`config.mk`:
```
export PLATFORM = sky130hd
export DESIGN_NAME = fscpu_dispatch
export DESIGN_NICKNAME = d
export VERILOG_FILES = /design/src/rtl/fscpu_dispatch.sv
export SDC_FILE = /design/constraint.sdc
export NUM_CORES = 1
export LEC_CHECK = 0
export BUFFER_PORTS_ARGS = -buffer_cell sky130_fd_sc_hd__buf_2
export CAP_MARGIN = 20
export CORE_AREA = 2 2 129 131
export DETAILED_ROUTE_END_ITERATION = 12
export DIE_AREA = 0 0 131 133
export GPL_ROUTABILITY_DRIVEN = 0
export PLACE_DENSITY = 0.81
export SLEW_MARGIN = 20
export SYNTH_ARGS = -nofsm -noshare
export SYNTH_HDL_FRONTEND = slang
export SYNTH_SLANG_ARGS = --single-unit
export TNS_END_PERCENT = 1
```
`constraint.sdc`:
```
create_clock -name clk -period 6.5 [get_ports clk]
set_input_delay 1.3 -clock clk [delete_from_list [all_inputs] [get_ports clk]]
set_output_delay 1.3 -clock clk [all_outputs]
set_load 0.02 [all_outputs]
```
`src/rtl/fscpu_dispatch.sv`:
```
// Request dispatcher: sequences start/abort/config requests over a set of channels (IDLE/ARM/RUN).
// Optional timeout counter is compiled in with `define FSCPU_DISPATCH_TIMEOUT_EN.
module fscpu_dispatch #(
    parameter int unsigned C_CHANNELS      = 4,
    parameter int unsigned C_TIMEOUT_WIDTH = 32
) (
    input  logic                  clk,
    input  logic                  reset,
    input  logic                  req_en,
    input  logic [31:0]           req_cmd,
    input  logic [127:0]          req_param,
    output logic                  req_done,
    output logic [31:0]           req_err,
    output logic                  req_rejected,
    output logic                  busy,
    output logic [C_CHANNELS-1:0] ch_run,
    input  logic [C_CHANNELS-1:0] ch_done,
    output logic [127:0]          ch_param
);

    localparam logic [31:0] CMD_CFG   = 32'd0;
    localparam logic [31:0] CMD_START = 32'd1;
    localparam logic [31:0] CMD_ABORT = 32'd2;
    localparam logic [7:0]  ERR_OK    = 8'd0;
    localparam logic [7:0]  ERR_CMD   = 8'd1;
    localparam logic [7:0]  ERR_MASK  = 8'd3;
    localparam logic [7:0]  ERR_TMO   = 8'd4;
    localparam logic [7:0]  ERR_ABORT = 8'd5;

    typedef enum logic [1:0] {S_IDLE, S_ARM, S_RUN} state_t;

    state_t                state;
    state_t                state_nxt;
    logic [C_CHANNELS-1:0] mask;
    logic [C_CHANNELS-1:0] mask_nxt;
    logic [C_CHANNELS-1:0] start_mask;
    logic [C_CHANNELS-1:0] run_nxt;
    logic [127:0]          param_nxt;
    logic [31:0]           err_nxt;
    logic                  done_nxt;
    logic                  rej_nxt;
    logic                  all_done;
    logic                  abort_hit;
    logic                  timeout;
    logic [15:0]           pend_mask;

    assign start_mask = req_param[C_CHANNELS-1:0];
    // Completion is only honoured in RUN so stale ch_done levels seen in ARM are masked.
    assign all_done   = (state == S_RUN) && ((ch_done & mask) == mask);
    assign abort_hit  = req_en && (req_cmd == CMD_ABORT) && (state != S_IDLE);
    assign pend_mask  = 16'(mask & ~ch_done);

`ifdef FSCPU_DISPATCH_TIMEOUT_EN
    logic [C_TIMEOUT_WIDTH-1:0] limit;
    logic [C_TIMEOUT_WIDTH-1:0] count;
    logic [C_TIMEOUT_WIDTH-1:0] count_inc;

    // count_inc is the number of ARM+RUN cycles including the current one.
    assign count_inc = count + C_TIMEOUT_WIDTH'(1);
    assign timeout   = (state != S_IDLE) && (limit != '0) && (count_inc == limit);

    always_ff @(posedge clk or posedge reset) begin
        if (reset) begin
            limit <= '0;
            count <= '0;
        end else begin
            if (state == S_IDLE && req_en && req_cmd == CMD_CFG)
                limit <= req_param[C_TIMEOUT_WIDTH-1:0];
            count <= (state == S_IDLE) ? '0 : count_inc;
        end
    end
`else
    logic unused_timeout_width;
    assign unused_timeout_width = C_TIMEOUT_WIDTH[0];
    assign timeout = 1'b0;
`endif

    // State register
    always_ff @(posedge clk or posedge reset) begin
        if (reset) state <= S_IDLE;
        else       state <= state_nxt;
    end

    // Next-state logic
    always_comb begin
        state_nxt = state;
        case (state)
            S_IDLE: if (req_en && req_cmd == CMD_START && start_mask != '0) state_nxt = S_ARM;
            S_ARM:  state_nxt = (timeout || abort_hit) ? S_IDLE : S_RUN;
            S_RUN:  if (all_done || timeout || abort_hit) state_nxt = S_IDLE;
            default: state_nxt = S_IDLE;
        endcase
    end

    // Output logic: next values for the registered outputs; priority completion > timeout > abort.
    always_comb begin
        done_nxt  = req_done;
        err_nxt   = req_err;
        rej_nxt   = 1'b0;
        run_nxt   = ch_run;
        mask_nxt  = mask;
        param_nxt = ch_param;
        case (state)
            S_IDLE: begin
                if (req_en) begin
                    done_nxt = 1'b1;
                    if (req_cmd == CMD_CFG) begin
                        err_nxt = {24'h0, ERR_OK};
                    end else if (req_cmd == CMD_START) begin
                        if (start_mask != '0) begin
                            done_nxt  = 1'b0;
                            err_nxt   = '0;
                            mask_nxt  = start_mask;
                            param_nxt = req_param;
                            run_nxt   = start_mask;
                        end else begin
                            err_nxt = {24'h0, ERR_MASK};
                        end
                    end else begin
                        err_nxt = {24'h0, ERR_CMD};
                    end
                end
            end
            S_ARM, S_RUN: begin
                if (req_en && req_cmd != CMD_ABORT) rej_nxt = 1'b1;
                if (all_done) begin
                    run_nxt  = '0;
                    done_nxt = 1'b1;
                    err_nxt  = {24'h0, ERR_OK};
                    if (abort_hit) rej_nxt = 1'b1;
                end else if (timeout) begin
                    run_nxt  = '0;
                    done_nxt = 1'b1;
                    err_nxt  = {pend_mask, 8'h00, ERR_TMO};
                    if (abort_hit) rej_nxt = 1'b1;
                end else if (abort_hit) begin
                    run_nxt  = '0;
                    done_nxt = 1'b1;
                    err_nxt  = {pend_mask, 8'h00, ERR_ABORT};
                end
            end
            default: run_nxt = '0;
        endcase
    end

    always_ff @(posedge clk or posedge reset) begin
        if (reset) begin
            req_done     <= 1'b0;
            req_err      <= '0;
            req_rejected <= 1'b0;
            busy         <= 1'b0;
            ch_run       <= '0;
            ch_param     <= '0;
            mask         <= '0;
        end else begin
            req_done     <= done_nxt;
            req_err      <= err_nxt;
            req_rejected <= rej_nxt;
            busy         <= (state_nxt != S_IDLE);
            ch_run       <= run_nxt;
            ch_param     <= param_nxt;
            mask         <= mask_nxt;
        end
    end

endmodule

```
==> impl_summary.txt <==
----------------------------------------------------
[Final layout]
  Post-route cell area ... 8520 µm²
  Number of nets in the final layout ... 893
  Core occupancy in the finished layout ... 0.527
  Synth-to-Final Area Change ... 31.9%
  Number of inserted diodes ... 0
  Ratio of cells with drive above 1 in the final layout ... 0.637
  Fill count ... 1395
  Number of standard cells in the final layout excluding fillers ... 955

[Global routing]
  GRT met3 Usage ... 0.0635
  Met1 routing resource usage after global routing ... 0.191
  Most crowded layer after global routing ... met2
  Overall global routing resource usage ... 0.167
  Met2 GRT Util ... 0.282
  Wire length of the first global-routing pass ... 22600 µm
  Largest net degree at the start of global routing ... 90
  Antenna violations before repair ... 0
  Sum of overflow across all layers after global routing ... 0
  Via count of the first global-routing pass ... 4528

[Floorplanning]
  Die outline width ... 131 µm
  Std cell rows ... 47
  Core outline area ... 16200 µm²
  Die Y-Extent ... 133 µm
  Total Die Area ... 17400 µm²
  Top-Level Pins ... 334
  Initial core utilization ... 0.399

[CTS]
  Count of hold buffers inserted by post-cts repair ... 0
  H-tree depth ... 4
  Clock transition time at the flip-flop clock pins of the worst setup and hold paths ... 0.06 ns
  Maximum clock path buffer count ... 2
  Latest clock arrival within the worst-skew pair ... 0.41 ns
  Clock tree from TritonCTS ... built
  Cts bufs inserted ... 17
  Post-CTS setup buffer count ... 0
  Count of cells resized by post-cts repair ... 0
  Root Driver ... clkbuf_16
  Count of clock tree sinks ... 144

[Place]
  Post-DP HPWL ... 10800 µm
  Number of port buffers ... 308
  Post-placement cell count ... 923
  Placed cell area ... 7950 µm²
  Worst setup slack after placement ... 2.27 ns

[STA]
  # setup viols final ... 0
  Post-Route Skew ... 0.0103 ns
  Final-report hold violation count ... 0
  RSZ-0062 raised after global routing ... no
  Worst path setup slack after routing ... 2.65 ns
  Total negative setup slack ... 0 ns
  Final worst path period need ... 3.85 ns
  Post-Route Hold Slack ... 0.492 ns
  Final Cycle Share ... 0.592
  Least-Margin Pin Slew ... 0.959 ns
  F_max ... 260 MHz
  Worst slew margin ... 0.361
  Final Max Slew Viols ... 0

[Setup path]
  Required time of the critical path ... 6.79 ns
  Start point of the critical path ... req_cmd[18]
  Setup slack of the worst register-to-register path ... 3.30 ns
  Worst Reg2Reg Path Length in Cells ... 7
  CP max stage cell ... buf_4
  Capturing element type of the critical path ... register
  Cell chain of the critical path ... buf_2 > nor4_1 > nand4_1 > or3_4 > nor3_4 > buf_4 > buf_4 > mux2_4
  Critical path start-end classification ... in2reg
  Worst setup SP type ... primary input
  Worst Path Max Fanout ... 40
  R2r endpoint ... ch_param[79]$_DFFE_PP0P_
  Delay contributed by the slowest stage of the critical path ... 0.66 ns
  Arrival @ worst endpoint ... 4.14 ns
  RR Startpoint ... state[1]$_DFF_PP0_
  Crit path top cell by count ... buf_4

[Job]
  Max-cap violation count ... 0

[Yosys]
  Area of the mapped netlist ... 6460 µm²
  Synthesized area divided by synthesized cell count ... 15.7 µm²
  Synthesis warning total ... 0
  Number of instances in the synthesized netlist ... 410
  Seq/Total Area, Yosys ... 0.558
  Synthesis-stage register bit count ... 144
  Count of unique library cells instantiated by Yosys ... 36

[Drt]
  Detail Route Antenna Nets ... 0
  Drt wl/cell ... 15.5 µm
  Detailed-route via count ... 4420
  Number of vias per cell ... 4.63
  DRC violation count after routing ... 0
  Post-Route WL ... 14800 µm
  Detailed-routing iteration count for the pre-antenna-repair pass ... 7
  Number of violations reported at the end of detailed-routing iteration 0 ... 170

[Power]
  Gate power share ... 0.047
  Max IR drop VDD ... 0.167 mV
  Switch share ... 0.244
  Part of the total power dissipated in sequential elements ... 0.470
  Total net switching power ... 0.466 mW
  Total power of the final layout ... 1.91 mW
  Power per cell area ... 224 nW/µm²
  Clk pwr share ... 0.483
  Leakage power figure ... 4.82 nW
  Internal power summed over all cells ... 1.44 mW

[Run status]
  Result of the run ... complete, no violations

[Worst hold path]
  Worst hold path stage count ... 1
  Start point of the worst hold path ... req_err[18]$_DFFE_PP0P_
  Class of the tightest hold or removal check ... reg2reg
  End point of the worst hold path ... req_err[18]$_DFFE_PP0P_

----------------------------------------------------
per-layer routing:
layer | wire length, µm | share of wire
met1 | 6010 | 0.41
met4 | 259 | 0.018
met5 | 0 | 0
met3 | 1160 | 0.078
met2 | 7360 | 0.50
power by group through the flow:
stage	sequential, mW	combinational [mW]	clock, mW
finish	0.896	0.0894	0.921
global route	0.895	0.101	0.986
CTS	0.896	0.0908	0.945
detailed placement	0.913	0.0906	0
global placement	0.913	0.0891	0
floorplan	0.913	0.0443	0
flip-flops by register name, indices dropped and copies added, names as in the netlist:
register,count
ch_param,128
req_err,7
ch_run,4
state,2
busy,1
req_done,1
req_rejected,1
cell usage after synthesis:
cell type	n	area, µm²
a21oi_1	2	10.0
conb_1	1	3.75
mux2_1	9	101
a2bb2oi_1	2	17.5
nand2_1	13	48.8
or3_4	1	11.3
nor2_1	7	26.3
nand3_1	2	10.0
nor4_1	9	56.3
o211ai_1	1	7.51
mux2_2	19	214
buf_4	26	195
nand3b_1	1	7.51
inv_1	10	37.5
nor3_4	1	16.3
buf_6	2	22.5
a31oi_1	2	12.5
nor3b_1	1	7.51
o21ai_0	5	25.0
nand4_1	6	37.5
buf_1	1	3.75
ha_1	4	50.1
nand2b_1	6	37.5
buf_12	11	220
o22ai_1	2	12.5
mux2_4	100	1500
dfrtp_1	144	3600
nor3_1	3	15.0
o2bb2ai_1	5	43.8
o21a_1	2	15.0
clkbuf_1	3	11.3
o211a_1	1	10.0
a21o_1	3	22.5
a32o_1	1	10.0
o221ai_1	3	26.3
or2_2	1	6.26
worst max-delay path by stage:
stage / end / slack (ns) / cells after the start
3_5_place_dp: ch_param[85]$_DFFE_PP0P_ / 2.27 / 8
3_3_place_gp: ch_param[58]$_DFFE_PP0P_ / 2.35 / 8
2_1_floorplan: busy$_DFF_PP0_ / 1.33 / 1
5_1_grt: ch_param[79]$_DFFE_PP0P_ / 2.50 / 8
4_1_cts: ch_param[79]$_DFFE_PP0P_ / 2.71 / 8
6_report: ch_param[79]$_DFFE_PP0P_ / 2.65 / 8
placed cells by master (no fill, tap or decap), types with 4 or more instances in the layout:
cell,count
buf_2,308
dfrtp_1,144
mux2_4,100
conb_1,25
mux2_2,19
clkbuf_16,17
nand2_1,13
inv_1,9
mux2_1,9
nor4_1,8
nor2_1,7
inv_6,7
nand2b_1,6
nand4_1,6
o21ai_0,5
o2bb2ai_1,5
ha_1,4
clkinv_4,4
buf_4,4
logic make-up after synthesis:
logic type / Yosys count / share of synthesized area
other: 1 / 0.000581
muxes: 128 / 0.281
buffers and inverters: 53 / 0.0760
DFF: 144 / 0.558
AOI/OAI and AO/OA: 29 / 0.0329
adders and majority gates: 4 / 0.00775
and+or+nand+nor: 51 / 0.0434
critical path, delay by kind of cell:
family | cells | cell delay (ns)
buffers and inverters | 3 | 1.24
muxes | 1 | 0.36
and+or+nand+nor | 4 | 1.16
cell type report:
type,count,area [µm²],area share
flip-flops and latches,144,3600,0.423
repair buffers,312,1570,0.184
inverters,10,42.5,0.00499
multi-input cells,237,2460,0.289
clock buffers,17,425,0.0499
well taps,220,275,0.0323
clock inverters,15,141,0.0166
Power figures use the tool's default switching activity.
